**src/rtl/des_f_sequencer_if.sv**
```systemverilog
// Handshake, result and S-box ROM port bundle for the serial DES f-function engine.
// The slave side is the engine; the master side is its environment (round control plus ROM bank).
interface des_f_sequencer_if;
   logic        in_valid;
   logic        in_ready;
   logic [31:0] r_in;
   logic [47:0] k_in;
   logic [2:0]  sbox_sel;
   logic [5:0]  sbox_addr;
   logic [3:0]  sbox_data;
   logic        out_valid;
   logic        out_ready;
   logic [31:0] f_out;
   logic        busy;

   modport slave (
      input  in_valid, r_in, k_in, sbox_data, out_ready,
      output in_ready, sbox_sel, sbox_addr, out_valid, f_out, busy
   );

   modport master (
      output in_valid, r_in, k_in, sbox_data, out_ready,
      input  in_ready, sbox_sel, sbox_addr, out_valid, f_out, busy
   );
endinterface

```
**src/rtl/des_f_sequencer.sv**
```systemverilog
// Serial DES round function: E(R)^K, eight sequential S-box lookups through one shared
// ROM port, then the P permutation. Vector bit 31/47 corresponds to DES bit 1.
module des_f_sequencer (
   input  logic             clk,
   input  logic             rst_n,
   des_f_sequencer_if.slave bus
);

   typedef enum logic [1:0] {
      IDLE   = 2'd0,
      LOOKUP = 2'd1,
      DONE   = 2'd2
   } state_t;

   // Expansion and permutation tables, 1-based DES bit numbers.
   localparam int E_TAB [48] = '{
      32,  1,  2,  3,  4,  5,
       4,  5,  6,  7,  8,  9,
       8,  9, 10, 11, 12, 13,
      12, 13, 14, 15, 16, 17,
      16, 17, 18, 19, 20, 21,
      20, 21, 22, 23, 24, 25,
      24, 25, 26, 27, 28, 29,
      28, 29, 30, 31, 32,  1
   };

   localparam int P_TAB [32] = '{
      16,  7, 20, 21,
      29, 12, 28, 17,
       1, 15, 23, 26,
       5, 18, 31, 10,
       2,  8, 24, 14,
      32, 27,  3,  9,
      19, 13, 30,  6,
      22, 11,  4, 25
   };

   state_t      state_q, state_d;
   logic [2:0]  idx_q, idx_d;
   logic [47:0] mix_q, mix_d;
   logic [31:0] cat_q, cat_d;
   logic [31:0] f_q, f_d;

   function automatic logic [47:0] e_expand(input logic [31:0] r);
      logic [47:0] e;
      e = '0;
      for (int i = 0; i < 48; i++) begin
         e[47-i] = r[32-E_TAB[i]];
      end
      return e;
   endfunction

   function automatic logic [31:0] p_perm(input logic [31:0] c);
      logic [31:0] p;
      p = '0;
      for (int i = 0; i < 32; i++) begin
         p[31-i] = c[32-P_TAB[i]];
      end
      return p;
   endfunction

   always_ff @(posedge clk or negedge rst_n) begin
      if (!rst_n) begin
         state_q <= IDLE;
         idx_q   <= '0;
         mix_q   <= '0;
         cat_q   <= '0;
         f_q     <= '0;
      end else begin
         state_q <= state_d;
         idx_q   <= idx_d;
         mix_q   <= mix_d;
         cat_q   <= cat_d;
         f_q     <= f_d;
      end
   end

   always_comb begin
      state_d = state_q;
      idx_d   = idx_q;
      mix_d   = mix_q;
      cat_d   = cat_q;
      f_d     = f_q;
      case (state_q)
         IDLE: begin
            if (bus.in_valid) begin
               mix_d   = e_expand(bus.r_in) ^ bus.k_in;
               cat_d   = '0;
               idx_d   = '0;
               state_d = LOOKUP;
            end
         end
         LOOKUP: begin
            cat_d[31 - 4*int'(idx_q) -: 4] = bus.sbox_data;
            // Incrementing past 7 wraps idx back to 0 as the engine leaves LOOKUP.
            idx_d = idx_q + 3'd1;
            if (idx_q == 3'd7) begin
               f_d     = p_perm(cat_d);
               state_d = DONE;
            end
         end
         DONE: begin
            if (bus.out_ready) begin
               state_d = IDLE;
            end
         end
         default: state_d = IDLE;
      endcase
   end

   // ROM address is forced to zero outside LOOKUP so the shared port is quiet when idle.
   always_comb begin
      bus.sbox_sel  = '0;
      bus.sbox_addr = '0;
      if (state_q == LOOKUP) begin
         bus.sbox_sel  = idx_q;
         bus.sbox_addr = mix_q[47 - 6*int'(idx_q) -: 6];
      end
   end

   assign bus.in_ready  = (state_q == IDLE);
   assign bus.busy      = (state_q != IDLE);
   assign bus.out_valid = (state_q == DONE);
   assign bus.f_out     = f_q;

endmodule

```
**src/flat_wrapper.sv**
```systemverilog
// flat-port wrapper written by rule: the top's interface ports become plain ports
module des_f_sequencer_flat 
  (clk, rst_n, bus_in_valid, bus_r_in, bus_k_in, bus_sbox_data, bus_out_ready, bus_in_ready, bus_sbox_sel, bus_sbox_addr, bus_out_valid, bus_f_out, bus_busy);
  des_f_sequencer_if bus_i ();
  input  logic clk;
  input  logic rst_n;
  input wire logic [$bits(bus_i.in_valid)-1:0] bus_in_valid;
  input wire logic [$bits(bus_i.r_in)-1:0] bus_r_in;
  input wire logic [$bits(bus_i.k_in)-1:0] bus_k_in;
  input wire logic [$bits(bus_i.sbox_data)-1:0] bus_sbox_data;
  input wire logic [$bits(bus_i.out_ready)-1:0] bus_out_ready;
  output wire logic [$bits(bus_i.in_ready)-1:0] bus_in_ready;
  output wire logic [$bits(bus_i.sbox_sel)-1:0] bus_sbox_sel;
  output wire logic [$bits(bus_i.sbox_addr)-1:0] bus_sbox_addr;
  output wire logic [$bits(bus_i.out_valid)-1:0] bus_out_valid;
  output wire logic [$bits(bus_i.f_out)-1:0] bus_f_out;
  output wire logic [$bits(bus_i.busy)-1:0] bus_busy;
  assign bus_i.in_valid = bus_in_valid;
  assign bus_i.r_in = bus_r_in;
  assign bus_i.k_in = bus_k_in;
  assign bus_i.sbox_data = bus_sbox_data;
  assign bus_i.out_ready = bus_out_ready;
  assign bus_in_ready = bus_i.in_ready;
  assign bus_sbox_sel = bus_i.sbox_sel;
  assign bus_sbox_addr = bus_i.sbox_addr;
  assign bus_out_valid = bus_i.out_valid;
  assign bus_f_out = bus_i.f_out;
  assign bus_busy = bus_i.busy;
  des_f_sequencer u_core (.clk(clk), .rst_n(rst_n), .bus(bus_i));
endmodule
```
**config.mk**
```make
export PLATFORM = sky130hd
export DESIGN_NAME = des_f_sequencer_flat
export DESIGN_NICKNAME = d
export VERILOG_FILES = /design/src/rtl/des_f_sequencer_if.sv /design/src/rtl/des_f_sequencer.sv /design/src/flat_wrapper.sv
export SDC_FILE = /design/constraint.sdc
export NUM_CORES = 1
export LEC_CHECK = 0
export BUFFER_PORTS_ARGS = -buffer_cell sky130_fd_sc_hd__buf_4
export CELL_PAD_IN_SITES_DETAIL_PLACEMENT = 1
export CELL_PAD_IN_SITES_GLOBAL_PLACEMENT = 1
export CORE_UTILIZATION = 33
export CTS_CLUSTER_SIZE = 16
export DETAILED_ROUTE_END_ITERATION = 16
export PLACE_DENSITY = 0.77
export SYNTH_ARGS = -nofsm -noshare
export SYNTH_HDL_FRONTEND = slang
export SYNTH_SLANG_ARGS = --single-unit
```
**constraint.sdc**
```tcl
create_clock -name clk -period 2.93 [get_ports clk]
set_input_delay 0.4395 -clock clk [delete_from_list [all_inputs] [get_ports clk]]
set_output_delay 0.4395 -clock clk [all_outputs]
set_load 0.005 [all_outputs]
```
==> report_table.html <==
<table>
<tr><th>Metric</th><th>Value</th></tr>
<tr><th colspan="2">Outcome</th></tr>
<tr><td>Result of the run</td><td>finished, violations left</td></tr>
<tr><td>Failing checks</td><td>negative setup slack</td></tr>
<tr><th colspan="2">Route</th></tr>
<tr><td>Vias per std cell</td><td>5.24</td></tr>
<tr><td>Antenna-violating nets left</td><td>0</td></tr>
<tr><td>Overall via count from detail_route</td><td>5365</td></tr>
<tr><td>Starting DRT DRC Count</td><td>280</td></tr>
<tr><td>Detailed-route wire length</td><td>18300 um</td></tr>
<tr><td>Number of remaining DRC errors</td><td>0</td></tr>
<tr><td>1st-pass router iterations</td><td>4</td></tr>
<tr><td>Routed WL per cell</td><td>17.9 um</td></tr>
<tr><th colspan="2">Timing</th></tr>
<tr><td>Setup TNS</td><td>-2.50 ns</td></tr>
<tr><td>FMAX</td><td>0.292 GHz</td></tr>
<tr><td>Transition time at the pin with the least slew margin</td><td>1.15 ns</td></tr>
<tr><td>Setup skew after layout</td><td>0.00649 ns</td></tr>
<tr><td>Number of setup violations in the final report</td><td>6</td></tr>
<tr><td>Worst relative slew slack</td><td>23.6%</td></tr>
<tr><td>Slew Viols, Final</td><td>0</td></tr>
<tr><td>Final worst-path cycle share</td><td>117%</td></tr>
<tr><td>Clock period minus final worst setup slack</td><td>3.42 ns</td></tr>
<tr><td>Final Hold Fails</td><td>0</td></tr>
<tr><td>Post-route worst hold slack</td><td>0.0727 ns</td></tr>
<tr><td>Unrepaired setup endpoints after global routing</td><td>true</td></tr>
<tr><td>Final setup slack of the worst path</td><td>-0.489 ns</td></tr>
<tr><th colspan="2">Finish</th></tr>
<tr><td>Commonest cells after routing, fill and taps aside</td><td>sky130_fd_sc_hd__buf_4, sky130_fd_sc_hd__dfrtp_1, sky130_fd_sc_hd__o21ai_0</td></tr>
<tr><td>Commonest non-fill, non-tap cell in the layout</td><td>sky130_fd_sc_hd__buf_4</td></tr>
<tr><td>Layout-stage area growth over the synthesis result</td><td>35.5%</td></tr>
<tr><td># diodes</td><td>0</td></tr>
<tr><td>Footprint of the multi-input gates</td><td>0.00333 mm^2</td></tr>
<tr><td>Fin area</td><td>0.00847 mm^2</td></tr>
<tr><td>Number of nets in the layout</td><td>878</td></tr>
<tr><td>Area taken by flip-flops and latches</td><td>0.00283 mm^2</td></tr>
<tr><td>Fraction of final layout cells with drive strength greater than 1</td><td>32.5%</td></tr>
<tr><td>Layout Cells excl Fill</td><td>1024</td></tr>
<tr><td>Fillers</td><td>2052</td></tr>
<tr><th colspan="2">Power and ir drop</th></tr>
<tr><td>Sequential power share</td><td>24.2%</td></tr>
<tr><td>Fraction of power consumed by combinational cells</td><td>57.9%</td></tr>
<tr><td>Leakage power total</td><td>3.80 nW</td></tr>
<tr><td>Switching component of the power</td><td>4.64 mW</td></tr>
<tr><td>Internal Pwr Total</td><td>6.89 mW</td></tr>
<tr><td>Clock power share</td><td>17.9%</td></tr>
<tr><td>Switching Fraction</td><td>40.3%</td></tr>
<tr><td>Worst vdd rail ir drop</td><td>0.709 mV</td></tr>
<tr><td>Power per unit of standard cell area</td><td>1360 mW/mm^2</td></tr>
<tr><th colspan="2">Synthesis</th></tr>
<tr><td>Average instance area after synthesis</td><td>9.79 um^2</td></tr>
<tr><td>Netlist area before placement</td><td>0.00625 mm^2</td></tr>
<tr><td>Post-synth EDFFs</td><td>0</td></tr>
<tr><td>Nets in the synthesized netlist</td><td>735</td></tr>
<tr><td>Number of library cell types mapped by synthesis</td><td>42</td></tr>
<tr><td>Cell count after synthesis</td><td>639</td></tr>
<tr><td>#FFs+latches synth</td><td>113</td></tr>
<tr><td>Count of yosys warnings during synthesis</td><td>0</td></tr>
<tr><td>Synth Flop Type</td><td>sky130_fd_sc_hd__dfrtp_1</td></tr>
<tr><td>Sequential share of the synthesized area</td><td>45.2%</td></tr>
<tr><td>Post-synth ARST share</td><td>100%</td></tr>
<tr><th colspan="2">Setup path</th></tr>
<tr><td>Arrival time of the worst setup path</td><td>2.98 ns</td></tr>
<tr><td>Startpoint of the most critical register-to-register path</td><td>u_core.idx_q[1]$_DFFE_PN0P_</td></tr>
<tr><td>Crit-path max FO</td><td>8</td></tr>
<tr><td>Cell type of the slowest stage on the worst timing path</td><td>sky130_fd_sc_hd__fa_2</td></tr>
<tr><td>Required time of the critical path</td><td>2.49 ns</td></tr>
<tr><td>Cell-by-cell trace of the critical path</td><td>ha_4, fa_2, buf_12, buf_4, mux2i_2, mux4_2, o22ai_2, and3_4, buf_6</td></tr>
<tr><td>End of the worst register-to-register path</td><td>u_core.bus.f_out[16]$_DFFE_PN0P_</td></tr>
<tr><td>Register-to-register setup slack</td><td>0.81 ns</td></tr>
<tr><td>Critical setup path kind</td><td>register to primary output</td></tr>
<tr><td>Startpoint type of the worst setup path</td><td>register</td></tr>
<tr><td>Reg2reg path depth</td><td>7</td></tr>
<tr><td>Critical Path Sink Type</td><td>primary output</td></tr>
<tr><td>Largest stage delay on the critical path</td><td>0.47 ns</td></tr>
<tr><th colspan="2">Clock network</th></tr>
<tr><td>Clock slew at the register clock pins of the worst setup and hold paths</td><td>0.06 ns</td></tr>
<tr><td>CTS Root Buffer Type</td><td>sky130_fd_sc_hd__clkbuf_16</td></tr>
<tr><td># H-tree levels</td><td>4</td></tr>
<tr><td>Number of hold buffers added after CTS</td><td>0</td></tr>
<tr><td>Sinks on the clock net</td><td>113</td></tr>
<tr><td>Clock tree from TritonCTS</td><td>built</td></tr>
<tr><td>Clock latency of the later-clocked register in the worst-skew pair</td><td>0.43 ns</td></tr>
<tr><td>Max Root-Sink Buffers</td><td>2</td></tr>
<tr><td>Number of buffers created by CTS</td><td>17</td></tr>
<tr><th colspan="2">Placed design</th></tr>
<tr><td>Routability Congestion</td><td>0.859</td></tr>
<tr><td>Total placed cells including tap cells</td><td>982</td></tr>
<tr><td>Port buffer count</td><td>131</td></tr>
<tr><td>Area after DPL</td><td>0.00756 mm^2</td></tr>
<tr><td>Post-detail-place hpwl</td><td>12000 um</td></tr>
<tr><th colspan="2">Die</th></tr>
<tr><td>Floorplan row count</td><td>49</td></tr>
<tr><td>Overall die area</td><td>0.0195 mm^2</td></tr>
<tr><td>Height of the die</td><td>140 um</td></tr>
<tr><td>Core area</td><td>0.0183 mm^2</td></tr>
<tr><td>Die Width</td><td>140 um</td></tr>
<tr><td>Top-level I/O count</td><td>132</td></tr>
<tr><td>Effective utilization at floorplan</td><td>34.2%</td></tr>
<tr><th colspan="2">Run</th></tr>
<tr><td>Number of maximum-capacitance constraint violations</td><td>0</td></tr>
<tr><th colspan="2">GRT</th></tr>
<tr><td>GRT Total Usage</td><td>19.5%</td></tr>
<tr><td>Initial antenna violation count</td><td>0</td></tr>
<tr><td>Global route overflow</td><td>0</td></tr>
<tr><td>Maximum number of pins on one net before global-route repair</td><td>125</td></tr>
<tr><td>Number of global-route vias before repair</td><td>5720</td></tr>
<tr><td>Global-route wire length before repair</td><td>29500 um</td></tr>
<tr><th colspan="2">Min path</th></tr>
<tr><td>Type of the most critical hold path</td><td>input port to asynchronous set/reset pin</td></tr>
</table>
==> stage by stage <==
stage	util [%]	total power, mW	setup WS (ns)
floorplan	-	6.09	0.0881
global placement	41.4	8.00	-0.105
detailed placement	41.4	8.21	-0.152
CTS	46.0	11.3	-0.466
global route	46.4	12.2	-0.540
finish	46.4	11.5	-0.489
==> Yosys cell counts (3+ instances only) <==
cell	count	share of area (%)
sky130_fd_sc_hd__dfrtp_1	113	45
sky130_fd_sc_hd__o21ai_0	110	8.8
sky130_fd_sc_hd__nand2_1	106	6.4
sky130_fd_sc_hd__xnor2_1	49	6.9
sky130_fd_sc_hd__nor2_1	32	1.9
sky130_fd_sc_hd__mux2i_1	30	4.8
sky130_fd_sc_hd__nand3_1	29	2.3
sky130_fd_sc_hd__a21oi_1	26	2.1
sky130_fd_sc_hd__clkbuf_1	24	1.4
sky130_fd_sc_hd__mux4_2	15	5.4
sky130_fd_sc_hd__nor2b_1	15	1.5
sky130_fd_sc_hd__a22o_1	9	1.3
sky130_fd_sc_hd__a31oi_1	9	0.90
sky130_fd_sc_hd__buf_2	7	0.56
sky130_fd_sc_hd__ha_1	7	1.4
sky130_fd_sc_hd__inv_1	5	0.30
sky130_fd_sc_hd__mux2_2	5	0.90
sky130_fd_sc_hd__mux4_1	5	2.1
sky130_fd_sc_hd__buf_1	4	0.24
sky130_fd_sc_hd__buf_6	4	0.72
sky130_fd_sc_hd__a22oi_1	3	0.36
sky130_fd_sc_hd__buf_4	3	0.36
sky130_fd_sc_hd__clkbuf_2	3	0.24
sky130_fd_sc_hd__nor4_1	3	0.30
==> layer usage <==
layer	part of all wire [%]	track usage [%]	routed length, um	up-vias
met5	0	0	0	-
met2	52	34.6	9480	150
met4	2.5	8.27	457	0
li1	-	-	-	2536
met1	41	22.5	7600	2640
met3	4.4	4.75	801	39
==> layout make-up <==
class | count | area share [%]
clock inverter | 14 | 1.83
multi-input combinational | 473 | 39.4
inverter | 6 | 0.310
timing repair buffer | 171 | 16.6
clock buffer | 18 | 5.07
sequential | 113 | 33.4
tap | 229 | 3.38
==> how the worst max path moves through the flow <==
stage | start | endpoint | slack (ns) | cells past startpoint
finish | u_core.idx_q[1]$_DFFE_PN0P_ | bus_sbox_addr[1] | -0.49 | 9
floorplan | u_core.idx_q[1]$_DFFE_PN0P_ | bus_sbox_addr[4] | 0.09 | 9
detailed placement | u_core.idx_q[0]$_DFFE_PN0P_ | bus_sbox_addr[0] | -0.15 | 10
global route | u_core.idx_q[1]$_DFFE_PN0P_ | bus_sbox_addr[1] | -0.54 | 9
global placement | u_core.idx_q[0]$_DFFE_PN0P_ | bus_sbox_addr[0] | -0.11 | 10
CTS | u_core.idx_q[1]$_DFFE_PN0P_ | bus_sbox_addr[1] | -0.47 | 9
==> power by group through the flow <==
| stage | clock network [mW] | logic [mW] | registers, mW |
|---|---|---|---|
| 2_1_floorplan | 0 | 3.50 | 2.59 |
| 3_5_place_dp | 0 | 5.44 | 2.77 |
| 5_1_grt | 2.16 | 7.16 | 2.87 |
| 4_1_cts | 2.11 | 6.42 | 2.76 |
| 3_3_place_gp | 0 | 5.27 | 2.73 |
| 6_report | 2.07 | 6.67 | 2.80 |
==> critical path, delay by kind of cell, from the launching register on <==
kind | cells | cell delay (ns)
fa+ha+maj | 2 | 0.65
mux | 2 | 0.62
flops | 1 | 0.44
buf+inv | 3 | 0.41
simple gates | 1 | 0.23
compound gates | 1 | 0.21
==> what timing repair did <==
item                       in CTS  in global routing
pin swaps                      13                  7
cloned                          2                  0
gates resized for setup        41                 14
setup buffers                   7                  4
hold endpoints to repair        0                  0
setup endpoints to repair       6                  6
==> cell families after synthesis <==
| group | after synthesis | share of synthesized area (%) |
|---|---|---|
| adders and majority gates | 8 | 1.72 |
| and+or+nand+nor | 192 | 13.4 |
| muxes | 55 | 13.2 |
| AOI/OAI and AO/OA | 168 | 14.9 |
| xor gates and xnor gates | 50 | 7.12 |
| DFF | 113 | 45.2 |
| buffers and inverters | 53 | 4.48 |
==> flip-flops by register name, summed over array words and instances (netlist names) <==
| register | cells |
|---|---|
| u_core.cat_q | 28 |
| u_core.bus.f_out | 32 |
| u_core.mix_q | 48 |
| u_core.idx_q | 3 |
| u_core.state_q | 2 |
No activity file was read; power rests on OpenSTA's default activity.
